## src/rtl/vout_dpi_if.sv

```systemverilog
// vout_dpi_if: 4-pixel Y8 word stream (byte 0 = leftmost pixel) with valid/ready handshake
interface vout_dpi_if;
    logic [31:0] in_pixel;
    logic        in_valid;
    logic        in_ready;
    modport master (output in_pixel, in_valid, input in_ready);
    modport slave  (input in_pixel, in_valid, output in_ready);
endinterface

```

## src/rtl/vout_dpi.sv

```systemverilog
// vout_dpi: DPI RGB666 transmitter with free-running HSYNC/VSYNC/DE timing fed by a 4-pixel Y8 stream
// Define VOUT_DPI_TESTPAT_EN to add a testpat input that replaces the stream with a ramp pattern.
module vout_dpi #(
    parameter int   H_ACTIVE = 1600,
    parameter int   H_FP     = 48,
    parameter int   H_SYNC   = 32,
    parameter int   H_BP     = 80,
    parameter int   V_ACTIVE = 1200,
    parameter int   V_FP     = 3,
    parameter int   V_SYNC   = 6,
    parameter int   V_BP     = 26,
    parameter logic HS_POL   = 1'b0,
    parameter logic VS_POL   = 1'b0
) (
    input  logic        clk,
    input  logic        rst,
`ifdef VOUT_DPI_TESTPAT_EN
    input  logic        testpat,
`endif
    vout_dpi_if.slave   s,
    output logic        frame_start,
    output logic        dpi_vsync,
    output logic        dpi_hsync,
    output logic        dpi_de,
    output logic [17:0] dpi_pixel,
    output logic [15:0] underrun_cnt,
    output logic        busy_frame
);
    localparam logic [15:0] HA  = 16'(H_ACTIVE);
    localparam logic [15:0] HS0 = 16'(H_ACTIVE + H_FP);
    localparam logic [15:0] HS1 = 16'(H_ACTIVE + H_FP + H_SYNC);
    localparam logic [15:0] HT  = 16'(H_ACTIVE + H_FP + H_SYNC + H_BP - 1);
    localparam logic [15:0] VA  = 16'(V_ACTIVE);
    localparam logic [15:0] VS0 = 16'(V_ACTIVE + V_FP);
    localparam logic [15:0] VS1 = 16'(V_ACTIVE + V_FP + V_SYNC);
    localparam logic [15:0] VT  = 16'(V_ACTIVE + V_FP + V_SYNC + V_BP - 1);

    logic [15:0] h_cnt, v_cnt, h_nxt, v_nxt;
    logic [31:0] buf_q;
    logic [23:0] sh;
    logic [7:0]  y, y_str;
    logic        buf_v, buf_v_nxt, rdy_q, armed, tp;
    logic        de_c, hs_c, vs_c, fs_c, demand, accept, vs_line_nxt;

`ifdef VOUT_DPI_TESTPAT_EN
    assign tp = testpat;
    assign y  = testpat ? h_cnt[7:0] ^ {8{v_cnt[4]}} : y_str;
`else
    assign tp = 1'b0;
    assign y  = y_str;
`endif

    // ready comes from registered state only, so an accept never races the demand on the same word
    assign s.in_ready = rdy_q && !tp;

    always_comb begin
        h_nxt       = (h_cnt == HT) ? '0 : h_cnt + 16'd1;
        v_nxt       = (h_cnt != HT) ? v_cnt : (v_cnt == VT) ? '0 : v_cnt + 16'd1;
        de_c        = h_cnt < HA && v_cnt < VA;
        hs_c        = h_cnt >= HS0 && h_cnt < HS1;
        vs_c        = v_cnt >= VS0 && v_cnt < VS1;
        fs_c        = v_cnt == VS0 && h_cnt == '0;
        demand      = de_c && h_cnt[1:0] == 2'd0;
        accept      = s.in_valid && s.in_ready;
        buf_v_nxt   = fs_c ? 1'b0 : accept ? 1'b1 : demand ? 1'b0 : buf_v;
        vs_line_nxt = v_nxt >= VS0 && v_nxt < VS1;
        y_str       = demand ? (buf_v ? buf_q[7:0] : 8'd0) : sh[7:0];
    end

    always_ff @(posedge clk or posedge rst) begin
        if (rst) begin
            h_cnt        <= '0;
            v_cnt        <= '0;
            buf_q        <= '0;
            buf_v        <= 1'b0;
            sh           <= '0;
            rdy_q        <= 1'b0;
            armed        <= 1'b1;
            underrun_cnt <= '0;
            busy_frame   <= 1'b0;
            frame_start  <= 1'b0;
            dpi_de       <= 1'b0;
            dpi_pixel    <= '0;
            dpi_hsync    <= ~HS_POL;
            dpi_vsync    <= ~VS_POL;
        end else begin
            h_cnt <= h_nxt;
            v_cnt <= v_nxt;
            if (accept)
                buf_q <= s.in_pixel;
            buf_v <= buf_v_nxt;
            sh    <= demand ? (buf_v ? buf_q[31:8] : '0) : de_c ? {8'd0, sh[23:8]} : sh;
            rdy_q <= !buf_v_nxt && !vs_line_nxt;
            if (demand && !buf_v && !tp && underrun_cnt != 16'hFFFF)
                underrun_cnt <= underrun_cnt + 16'd1;
            if (h_cnt == HA - 16'd1 && v_cnt == VA - 16'd1)
                busy_frame <= 1'b0;
            else if (accept && armed)
                busy_frame <= 1'b1;
            armed       <= fs_c || (armed && !accept);
            frame_start <= fs_c;
            dpi_de      <= de_c;
            dpi_pixel   <= de_c ? {3{y[7:2]}} : '0;
            dpi_hsync   <= hs_c ? HS_POL : ~HS_POL;
            dpi_vsync   <= vs_c ? VS_POL : ~VS_POL;
        end
    end
endmodule
```

## src/flat_wrapper.sv

```systemverilog
// flat-port wrapper written by rule: the top's interface ports become plain ports
module vout_dpi_flat 
#(
    parameter int   H_ACTIVE = 1600,
    parameter int   H_FP     = 48,
    parameter int   H_SYNC   = 32,
    parameter int   H_BP     = 80,
    parameter int   V_ACTIVE = 1200,
    parameter int   V_FP     = 3,
    parameter int   V_SYNC   = 6,
    parameter int   V_BP     = 26,
    parameter logic HS_POL   = 1'b0,
    parameter logic VS_POL   = 1'b0
)
  (clk, rst, frame_start, dpi_vsync, dpi_hsync, dpi_de, dpi_pixel, underrun_cnt, busy_frame, s_in_pixel, s_in_valid, s_in_ready);
  vout_dpi_if s_i ();
  input  logic clk;
  input  logic rst;
  output logic frame_start;
  output logic dpi_vsync;
  output logic dpi_hsync;
  output logic dpi_de;
  output logic [17:0] dpi_pixel;
  output logic [15:0] underrun_cnt;
  output logic busy_frame;
  input wire logic [$bits(s_i.in_pixel)-1:0] s_in_pixel;
  input wire logic [$bits(s_i.in_valid)-1:0] s_in_valid;
  output wire logic [$bits(s_i.in_ready)-1:0] s_in_ready;
  assign s_i.in_pixel = s_in_pixel;
  assign s_i.in_valid = s_in_valid;
  assign s_in_ready = s_i.in_ready;
  vout_dpi #(.H_ACTIVE(H_ACTIVE), .H_FP(H_FP), .H_SYNC(H_SYNC), .H_BP(H_BP), .V_ACTIVE(V_ACTIVE), .V_FP(V_FP), .V_SYNC(V_SYNC), .V_BP(V_BP), .HS_POL(HS_POL), .VS_POL(VS_POL)) u_core (.clk(clk), .rst(rst), .s(s_i), .frame_start(frame_start), .dpi_vsync(dpi_vsync), .dpi_hsync(dpi_hsync), .dpi_de(dpi_de), .dpi_pixel(dpi_pixel), .underrun_cnt(underrun_cnt), .busy_frame(busy_frame));
endmodule
```

## config.mk

```make
export PLATFORM = sky130hd
export DESIGN_NAME = vout_dpi_flat
export DESIGN_NICKNAME = d
export VERILOG_FILES = /design/src/rtl/vout_dpi_if.sv /design/src/rtl/vout_dpi.sv /design/src/flat_wrapper.sv
export SDC_FILE = /design/constraint.sdc
export NUM_CORES = 1
export LEC_CHECK = 0
export CORE_MARGIN = 3
export CORE_UTILIZATION = 50
export CTS_CLUSTER_DIAMETER = 200
export CTS_CLUSTER_SIZE = 25
export DETAILED_ROUTE_END_ITERATION = 8
export GPL_ROUTABILITY_DRIVEN = 0
export PLACE_DENSITY = 0.84
export SLEW_MARGIN = 40
export SYNTH_ARGS = -nofsm -noshare
export SYNTH_HDL_FRONTEND = slang
export SYNTH_SLANG_ARGS = --single-unit
```

## constraint.sdc

```tcl
create_clock -name clk -period 4.35 [get_ports clk]
set_clock_uncertainty 0.05 [all_clocks]
set_input_delay 0.87 -clock clk [delete_from_list [all_inputs] [get_ports clk]]
set_output_delay 0.87 -clock clk [all_outputs]
set_load 0.005 [all_outputs]
```

==> metrics.yaml, run 1 <==
outcome:
  status: "finished, final reports clean"
floorplan:
  die_area_sq_um: 11000
  die_h_um: 105
  dieWidth_um: 105
  fp-row-count: 35
  core_sq_um: 9370
  io_pins: 75
  start_util_pct: 52.4
synth:
  yosys.cell_types.count: 59
  ys.flop_type: "dfrtp_1"
  synth_top_family_by_area: "simple AND/OR/NAND/NOR gates"
  synth_compound_area_share_pct: 8.80
  netlist_area_sq_um: 4910
  synth_top_area_share_pct: 51.5
  synthTopCellsByArea: "dfrtp_1 (52%), mux2_2 (5.7%), nand2_1 (4.0%), xnor2_1 (3.7%), xor2_1 (3.0%)"
  yosys.area_share.xor_xnor_pct: 6.78
  synthMuxAreaShare_pct: 6.14
  synth_top_area_cell: "dfrtp_1"
  async_reset_ff_share_pct: 100
  syn_area_per_cell_sq_um: 10.9
  yosys.area_share.simple_pct: 18.8
  ys.warnings.count: 0
  synth_adder_area_share_pct: 1.53
  synthesis.nets: 493
  synth_edf_count: 0
  synthCells: 452
  ys_ff_latch: 104
  ys_seq_area_share_pct: 53.1
sta:
  tns_ns: 0
  fmax_mhz: 349
  slew_viol_final: 0
  rsz0062_at_grt: "false"
  tightest_slew_ns: 0.758
  maxSlewHeadroom_pct: 49.4
  setup_viol: 0
  hold_viol: 0
  fin_crit_sh_pct: 65.8
  period_minus_slack_ns: 2.86
power_and_ir_drop:
  power_density_nw_per_um2: 356
  leakage_nw: 2.42
  ir_worst_vdd_mv: 0.167
setup_path:
  critPathRequiredTime_ns: 4.54
  max_stage_delay_ns: 0.65
  critical_path.startpoint: "u_core.h_cnt[0]$_DFF_PP0_"
  critPathSlowestCell: "and4_1"
  path_class: "reg -> reg"
  reg2reg_from: "u_core.h_cnt[0]$_DFF_PP0_"
  cp-end-kind: "register"
  critPathMostFrequentCell: "and4_1"
  cp.arrival_ns: 3.06
  crit_fanout: 19
  path_cells: "ha_1 > and4_1 > and4_1 > nand4_1 > xnor2_1 > or3_1 > nor4_1 > a31oi_1"
  start_kind: "register"
routing:
  avgViaCountPerCell: 5.53
  wl_met2_um: 4760
  top_layer: "met4"
  drtPass1Iterations: 4
  final_antenna_net_count: 0
  wirelength_um: 9770
  wl_met3_um: 433
  drt-met1-wl_um: 4420
  drt_iter0_drc: 160
  drc_errors: 0
  routedWlPerCell_um: 15.4
  route.vias.total: 3519
clock_tree:
  postCtsSetupRepairBufs: 0
  cts_resized: 0
  tritoncts: "yes"
  cts.sinks: 104
  numCtsBuffers: 9
  clockRootBuffer: "clkbuf_8"
  insertion_delay_ns: 0.36
  cts.path.max_buffers: 2
  htreeDepth: 3
  clkTransAtPathRegs_ns: 0.11
  hold_buffers: 0
finish:
  area_growth_pct: 18.0
  final_layout_size_suffix_gt1_share_pct: 13.8
  final_cells: 636
  antenna_cells: 0
  nNetsFinal: 543
job:
  drv_cap: 0
placed_design:
  dp_hpwl_um: 6910
  dp.cells: 620
  port_buffers: 66
global_routing:
  grt-ovfl-total: 0
  grt_pass1_wl_um: 16900
  antenna_found_initial: 0
  grt_max_degree: 66
  globalRouteTotalUtil_pct: 18.5
  grt_pass1_vias: 3518
hold_path:
  min_from: "u_core.sh[2]$_DFFE_PP0P_"
  hold_class: "reg -> reg"
-- report_power, final --
group | leakage [nW] | internal, mW | switching [mW] | total (mW)
logic | 1.00 | 0.197 | 0.103 | 0.299
registers | 1.32 | 1.09 | 0.0884 | 1.18
clock network | 0.100 | 0.227 | 0.360 | 0.586
-- final timing paths --
kind	cells past startpoint	slack, ns	to
worst max-delay path	8	1.49	u_core.s.in_ready$_DFF_PP0_
worst min-delay path	2	0.44	u_core.sh[2]$_DFFE_PP0P_
worst max register to register	8	1.49	u_core.s.in_ready$_DFF_PP0_
worst min register to register	2	0.44	u_core.sh[2]$_DFFE_PP0P_
max in group asynchronous	3	2.58	u_core.dpi_hsync$_DFF_PP1_
min in group asynchronous	2	0.89	u_core.underrun_cnt[7]$_DFFE_PP0P_
-- cell type report --
class	instances	area, sq um
Timing Repair Buffer	71	698
Clock inverter	7	68.8
Multi-Input combinational cell	300	2070
Clock buffer	9	124
Tap cell	129	161
Inverter	16	65.1
Sequential cell	104	2610
Fill cell	746	3580
-- placed cells by master (no fill, tap or decap), types with 4 or more instances in the layout --
| cell | Yosys | routed |
|---|---|---|
| clkdlybuf4s50_1 | 0 | 66 |
| ha_1 | 6 | 6 |
| mux2_2 | 25 | 25 |
| clkbuf_8 | 0 | 9 |
| xor2_1 | 17 | 17 |
| or3_1 | 4 | 4 |
| nor3_1 | 7 | 7 |
| dfrtp_1 | 101 | 101 |
| nor2_1 | 27 | 27 |
| nor3_2 | 4 | 4 |
| xnor2_1 | 21 | 21 |
| o21ai_0 | 26 | 26 |
| inv_1 | 16 | 15 |
| nand3_1 | 17 | 17 |
| a22oi_1 | 18 | 18 |
| nand4_1 | 9 | 9 |
| and4_1 | 5 | 5 |
| and2_1 | 8 | 7 |
| buf_4 | 12 | 5 |
| nand2_1 | 52 | 51 |
| nor4_1 | 6 | 6 |
-- cell families (layout without fill, tap and decap cells) --
| logic type | after synthesis | in the layout |
|---|---|---|
| DFF | 104 | 104 |
| AOI/OAI and AO/OA | 63 | 63 |
| and+or+nand+nor | 166 | 166 |
| muxes | 27 | 27 |
| adders and majority gates | 6 | 6 |
| xor gates and xnor gates | 38 | 38 |
| buffers and inverters | 48 | 103 |
-- state kept, by name, indices dropped and copies added (netlist names), 6 cells and up --
signal / count
u_core.sh: 18
u_core.v_cnt: 16
u_core.buf_q: 24
u_core.underrun_cnt: 16
u_core.h_cnt: 16
u_core.dpi_pixel: 6
-- through the flow --
stage	area [sq um]	setup slack (ns)	utilization, %	hold slack, ns	power (mW)
after floorplan	4910	0.703	-	0.400	1.35
after global placement	5590	1.55	59.7	0.412	1.48
after detailed placement	5600	1.53	59.7	0.420	1.50
after CTS	5790	1.47	61.8	0.445	2.08
after global routing	5790	1.22	61.8	0.464	2.16
final	5790	1.49	61.8	0.442	2.06
-- worst max-delay path, delay by kind of cell, from the launching register on --
| kind | cells | cell delay (ns) |
|---|---|---|
| simple gates | 5 | 1.70 |
| fa+ha+maj | 1 | 0.23 |
| xor+xnor | 1 | 0.18 |
| flops | 1 | 0.44 |
| compound gates | 1 | 0.15 |
-- synth_stat cells (all sizes together), types with 4 or more instances --
master	instances
and4	5
inv	16
or4	4
or3	4
xor2	17
a22oi	19
nor3	11
and2	8
ha	6
clkbuf	14
nor2	29
nor4	9
xnor2	21
nand3	19
nand4	10
nand2	53
dfrtp	101
mux2	25
o21ai	26
buf	18
-- per-layer routing --
layer,GRT usage (%),vias to the layer above
met5,0,-
met4,6.37,0
met3,3.09,13
met2,30.5,106
met1,25.0,1733
li1,-,1667
(Power assumes the default switching activity.)
==> run 2, diff against run 1 <==
Settings changed: CORE_UTILIZATION 50 to 49, PLACE_DENSITY 0.84 to 0.85.
Clock period 4.35 ns to 2.4 ns, I/O delays scaled along.
==> run 2 against run 1 <==
Core utilization is 4.4 points higher. Setup slack got worse by 1.5 ns. Critical path type unchanged. Register-to-register slack worse by 1.5 ns. Via count rose by 5.6%.
==> metrics.yaml, run 2 (synthesis results as in run 1) <==
clock_tree:
  insertion_delay_ns: 0.36  # about the same
  clockRootBuffer: "clkbuf_8"  # unchanged
  numCtsBuffers: 9  # unchanged
  cts.sinks: 104  # unchanged
  htreeDepth: 3  # unchanged
  cts.path.max_buffers: 2  # unchanged
  tritoncts: "yes"  # unchanged
  hold_buffers: 0  # unchanged
  clkTransAtPathRegs_ns: 0.10  # was 0.11 ns
placed_design:
  port_buffers: 66  # unchanged
  place_area_sq_um: 5860  # was 5600 sq um
  dp_hpwl_um: 7360  # was 6910 um
hold_path:
  hold_class: "reg -> reg"  # unchanged
finish:
  largest_registers: "u_core.buf_q (24), u_core.sh (18)"  # unchanged
  nNetsFinal: 589  # was 543
  final_layout_size_suffix_gt1_share_pct: 23.7  # was 13.8%
  top_register: "u_core.buf_q"  # unchanged
  layout_common_cells: "dfrtp_1 (100), clkdlybuf4s50_1 (66), nand2_1 (52), buf_4 (46)"  # was dfrtp_1 (101), clkdlybuf4s50_1 (66), nand2_1 (51), nor2_1 (27), o21ai_0 (26)
  antenna_cells: 0  # unchanged
  final_common_cell: "dfrtp_1"  # unchanged
  area_growth_pct: 28.2  # was 18.0%
  largest_reg_flops: 24  # unchanged
  final_area_sq_um: 6290  # was 5790 sq um
sta:
  maxSlewHeadroom_pct: 65.4  # was 49.4%
  holdWs_ns: 0.438  # was 0.442 ns
  tightest_slew_ns: 0.519  # was 0.758 ns
  fin_crit_sh_pct: 99.5  # was 65.8%
  hold_viol: 0  # unchanged
  tns_ns: 0  # unchanged
  fmax_mhz: 419  # was 349 MHz
  rsz0062_at_grt: "true"  # was false
  slew_viol_final: 0  # unchanged
  period_minus_slack_ns: 2.39  # was 2.86 ns
  setup_viol: 0  # unchanged
power_and_ir_drop:
  power_density_nw_per_um2: 617  # was 356 nW/um^2
  leakage_nw: 2.71  # was 2.42 nW
  ir_worst_vdd_mv: 0.391  # was 0.167 mV
global_routing:
  antenna_found_initial: 0  # unchanged
  grt_pass1_vias: 3708  # was 3518
  globalRouteTotalUtil_pct: 18.9  # was 18.5%
  grt_pass1_wl_um: 17300  # was 16900 um
  grt_max_degree: 105  # was 66
  grt-ovfl-total: 0  # unchanged
routing:
  final_antenna_net_count: 0  # unchanged
  drc_errors: 0  # unchanged
  wirelength_um: 10900  # was 9770 um
  drtPass1Iterations: 5  # was 4
  routedWlPerCell_um: 16.0  # was 15.4 um
  drt_iter0_drc: 213  # was 160
  avgViaCountPerCell: 5.46  # was 5.53
  route.vias.total: 3717  # was 3519
setup_path:
  cp.arrival_ns: 2.57  # was 3.06 ns
  cp-end-kind: "register"  # unchanged
  crit_buf_inv: 2  # was 0
  crit_fanout: 5  # was 19
  critPathRequiredTime_ns: 2.58  # was 4.54 ns
  critPathSlowestCell: "dfrtp_1"  # was and4_1
  path_class: "reg -> reg"  # unchanged
  path_cells: "inv_1 > ha_1 > nand4_1 > nor4_4 > buf_4 > a31o_2 > o2bb2ai_1 > or3_4 > nor4_4 > a31oi_1"  # was ha_1 > and4_1 > and4_1 > nand4_1 > xnor2_1 > or3_1 > nor4_1 > a31oi_1
  start_kind: "register"  # unchanged
  critPathMostFrequentCell: "nor4_4"  # was and4_1
  critPathTopFamily: "simple AND/OR/NAND/NOR gates"  # unchanged
  max_stage_delay_ns: 0.43  # was 0.65 ns
floorplan:
  die_area_sq_um: 11300  # was 11000 sq um
  start_util_pct: 51.6  # was 52.4%
  dieWidth_um: 106  # was 105 um
  fp-row-count: 35  # unchanged
  core_sq_um: 9500  # was 9370 sq um
  io_pins: 75  # unchanged
  die_h_um: 106  # was 105 um
outcome:
  status: "finished, final reports clean"  # unchanged
job:
  drv_cap: 0  # unchanged
run 2: changes by cell type in the layout (fill, tap and decap cells not counted), sizes merged:
cell      change
buf          +46
clkinvlp      +1
bufinv        +2
inv           -3
clkinv        -1
run 2: worst reg2reg max path, cell delays in order (launching register included):
cell	delay (ns)
dfrtp_1	0.43
inv_1	0.11
ha_1	0.22
nand4_1	0.14
nor4_4	0.07
buf_4	0.15
a31o_2	0.21
o2bb2ai_1	0.15
or3_4	0.35
nor4_4	0.27
a31oi_1	0.12
run 2: stage by stage:
stage                     power [mW]  cells  setup WS [ns]  util, %
final                           3.88    681         0.0116     66.2
after global routing            4.06    681        -0.0825     66.2
after CTS                       3.90    669         0.0206     64.1
after detailed placement        2.72    654        0.00164     61.7
after global placement          2.68    654         0.0625     61.7
after floorplan                 2.44    452          0.207        -
run 2: cell type report:
type | count | area [sq um]
clock inverter | 6 | 91.3
timing repair buffer | 117 | 1060
sequential | 104 | 2610
multi-input combinational | 300 | 2180
inverter | 16 | 63.8
clock buffer | 9 | 124
fill | 682 | 3210
tap | 129 | 161
run 2: routing by layer:
| layer | global-route usage, % | up-vias | share of wire (%) |
|---|---|---|---|
| met2 | 33.5 | 114 | 52 |
| met4 | 5.83 | 0 | 2.0 |
| met1 | 23.5 | 1831 | 42 |
| met3 | 3.28 | 19 | 4.8 |
| met5 | 0 | - | 0 |
| li1 | - | 1753 | - |
run 2: worst paths after layout:
kind | depth (start not counted) | slack, ns | from | end
max | 10 | 0.01 | u_core.v_cnt[0]$_DFF_PP0_ | u_core.s.in_ready$_DFF_PP0_
min in group asynchronous | 3 | 0.58 | rst | u_core.dpi_pixel[12]$_DFF_PP0_
max reg2reg | 10 | 0.01 | u_core.v_cnt[0]$_DFF_PP0_ | u_core.s.in_ready$_DFF_PP0_
min | 1 | 0.44 | u_core.underrun_cnt[7]$_DFFE_PP0P_ | u_core.underrun_cnt[7]$_DFFE_PP0P_
max in group asynchronous | 3 | 1.32 | rst | u_core.h_cnt[15]$_DFF_PP0_
min reg2reg | 1 | 0.44 | u_core.underrun_cnt[7]$_DFFE_PP0P_ | u_core.underrun_cnt[7]$_DFFE_PP0P_
run 2: where the power goes:
part           internal, mW  switching [mW]
logic                 0.358           0.190
clock network         0.592           0.606
registers              1.97           0.162
total                  2.92           0.957
run 2: what timing repair did:
| item | in CTS | in global routing |
|---|---|---|
| gates cloned | 0 | 1 |
| hold endpoints to repair | 0 | 0 |
| buffers inserted | 0 | 11 |
| gates resized for setup | 2 | 24 |
| setup endpoints to repair | 1 | 4 |
| pin swaps | 0 | 12 |
==> run 3, diff against run 2 <==
Settings changed: PLACE_DENSITY 0.85 to 0.76.
==> run 3 against run 2 <==
Total power is 3.5% lower. Die area unchanged. Critical path depth is 2 lower. Fmax is 1.5% higher. Setup slack gained 0.034 ns. Via count increased by 0.27%. Global-route usage increased by 0.20 points. Critical endpoint unchanged.
==> metrics.yaml, run 3 (synthesis results as in run 1) <==
setup_path:
  path_class: "reg -> reg"  # unchanged
  reg2regPathDepth: 8  # was 10
  critPathRequiredTime_ns: 2.58  # about the same
  max_stage_delay_ns: 0.43  # about the same
  cp.arrival_ns: 2.54  # was 2.57 ns
  critPathSlowestCell: "dfrtp_1"  # unchanged
  rr_endpoint: "u_core.s.in_ready$_DFF_PP0_"  # unchanged
  r2r_slack_ns: 0.05  # was 0.01 ns
  cp-end-kind: "register"  # unchanged
  start_kind: "register"  # unchanged
  critical_path.startpoint: "u_core.h_cnt[14]$_DFF_PP0_"  # was u_core.v_cnt[0]$_DFF_PP0_
  crit_fanout: 5  # unchanged
  path_cells: "nor4_4 > nand4_1 > buf_6 > buf_4 > o31ai_1 > nand3b_1 > nor4_4 > a31oi_1"  # was inv_1 > ha_1 > nand4_1 > nor4_4 > buf_4 > a31o_2 > o2bb2ai_1 > or3_4 > nor4_4 > a31oi_1
  critPathMostFrequentCell: "nor4_4"  # unchanged
  reg2reg_from: "u_core.h_cnt[14]$_DFF_PP0_"  # was u_core.v_cnt[0]$_DFF_PP0_
  crit_end: "u_core.s.in_ready$_DFF_PP0_"  # unchanged
clock_tree:
  numCtsBuffers: 9  # unchanged
  clkTransAtPathRegs_ns: 0.11  # was 0.10 ns
  clockRootBuffer: "clkbuf_8"  # unchanged
  insertion_delay_ns: 0.36  # about the same
  cts.sinks: 104  # unchanged
  tritoncts: "yes"  # unchanged
  cts.path.max_buffers: 2  # unchanged
  htreeDepth: 3  # unchanged
finish:
  final_cells: 684  # was 681
  area_growth_pct: 28.5  # was 28.2%
  final_layout_size_suffix_gt1_share_pct: 24.0  # was 23.7%
  largest_registers: "u_core.buf_q (24), u_core.sh (18)"  # unchanged
  layout_common_cells: "dfrtp_1 (101), clkdlybuf4s50_1 (66), nand2_1 (52), buf_4 (49)"  # was dfrtp_1 (100), clkdlybuf4s50_1 (66), nand2_1 (52), buf_4 (46)
  largest_reg_flops: 24  # unchanged
  final_area_sq_um: 6300  # was 6290 sq um
  fillers: 709  # was 682
  antenna_cells: 0  # unchanged
  final_core_util_pct: 66.3  # was 66.2%
  final_common_cell: "dfrtp_1"  # unchanged
  top_register: "u_core.buf_q"  # unchanged
  nNetsFinal: 591  # was 589
power_and_ir_drop:
  leakage_nw: 2.70  # was 2.71 nW
  p_int_mw: 2.74  # was 2.92 mW
  ir_worst_vdd_mv: 0.457  # was 0.391 mV
  pwr-share-comb_pct: 14.7  # was 14.1%
  p_clk_share_pct: 28.4  # was 30.9%
  switching_power_mw: 1.01  # was 957 uW
  power_density_nw_per_um2: 594  # was 617 nW/um^2
  power.total_mw: 3.74  # was 3.88 mW
  switching_share_pct: 26.8  # was 24.7%
  pwr-share-seq_pct: 56.9  # was 55.0%
placed_design:
  dp_hpwl_um: 7430  # was 7360 um
  dp.cells: 662  # was 654
  place_area_sq_um: 5920  # was 5860 sq um
  place_ws_ns: -0.0353  # was 0.00164 ns
  port_buffers: 66  # unchanged
sta:
  setup_ws_ns: 0.0460  # was 0.0116 ns
  holdWs_ns: 0.399  # was 0.438 ns
  maxSlewHeadroom_pct: 69.7  # was 65.4%
  tightest_slew_ns: 0.455  # was 0.519 ns
  period_minus_slack_ns: 2.35  # was 2.39 ns
  fin_crit_sh_pct: 98.1  # was 99.5%
  setup_viol: 0  # unchanged
  tns_ns: 0  # unchanged
  hold_viol: 0  # unchanged
  slew_viol_final: 0  # unchanged
  fmax_mhz: 425  # was 419 MHz
routing:
  avgViaCountPerCell: 5.45  # was 5.46
  wirelength_um: 10500  # was 10900 um
  drc_errors: 0  # unchanged
  routedWlPerCell_um: 15.4  # was 16.0 um
  drtPass1Iterations: 4  # was 5
  drt_iter0_drc: 214  # was 213
  final_antenna_net_count: 0  # unchanged
  route.vias.total: 3727  # was 3717
floorplan:
  dieWidth_um: 106  # unchanged
  fp-row-count: 35  # unchanged
  die_area_sq_um: 11300  # unchanged
  start_util_pct: 51.6  # unchanged
  core_sq_um: 9500  # unchanged
  io_pins: 75  # unchanged
  die_h_um: 106  # unchanged
global_routing:
  grt_pass1_wl_um: 17500  # was 17300 um
  antenna_found_initial: 0  # unchanged
  globalRouteTotalUtil_pct: 19.1  # was 18.9%
  grt_max_degree: 70  # was 105
  grt-ovfl-total: 0  # unchanged
  grt_pass1_vias: 3748  # was 3708
hold_path:
  hold_class: "in -> async"  # was reg -> reg
job:
  drv_cap: 0  # unchanged
outcome:
  status: "finished, final reports clean"  # unchanged
==> run 3: cell types whose count changed in the layout (fill, tap and decap cells not counted), sizes merged <==
cell,before,now
buf,51,53
inv,18,17
clkinvlp,1,3
bufinv,2,0
clkinv,1,3
==> run 3: worst min-delay path by stage <==
stage                                    startpoint                           end  depth (start not counted)
after global placement     u_core.sh[3]$_DFFE_PP0P_      u_core.sh[3]$_DFFE_PP0P_                          2
after floorplan           u_core.sh[10]$_DFFE_PP0P_     u_core.sh[10]$_DFFE_PP0P_                          2
after global routing                            rst  u_core.frame_start$_DFF_PP0_                          2
after CTS                                       rst  u_core.frame_start$_DFF_PP0_                          2
final                                           rst  u_core.frame_start$_DFF_PP0_                          2
after detailed placement   u_core.sh[2]$_DFFE_PP0P_      u_core.sh[2]$_DFFE_PP0P_                          2
==> run 3: worst max-delay path: cells and delay by family (launching register included) <==
kind,cells,cell delay [ns]
AND/OR/NAND/NOR,4,1.03
flip-flops,1,0.43
AO/OA/AOI/OAI,2,0.39
buffers and inverters,2,0.33
==> run 3: routing by layer <==
layer,vias to the layer above,share of wire [%],GRT usage (%)
met5,-,0,0
met4,0,1.1,5.64
met3,10,4.9,3.52
met2,100,50,31.6
met1,1852,44,25.7
li1,1765,-,-
==> run 3: power by group through the flow <==
stage	clock, mW	combinational [mW]	sequential [mW]
after floorplan	0	0.309	2.13
after global placement	0	0.539	2.15
after detailed placement	0	0.562	2.17
after CTS	1.09	0.563	2.13
after global routing	1.15	0.607	2.16
final	1.06	0.551	2.13
==> run 3: cell type report <==
type                    instances  area [sq um]  share of cell area [%]
multi-input cells             300          2190                    34.7
inverters                      16          63.8                    1.01
repair buffers                119          1080                    17.2
well taps                     129           161                    2.56
clock buffers                   9           124                    1.97
clock inverters                 7          76.3                    1.21
flip-flops and latches        104          2610                    41.3
==> run 3: what timing repair did <==
item / in CTS / in global routing
setup buffers: 0 / 6
gates resized for setup: 1 / 27
hold buffers: 0 / 0
endpoints found under the setup margin: 1 / 2
pin swaps: 0 / 12
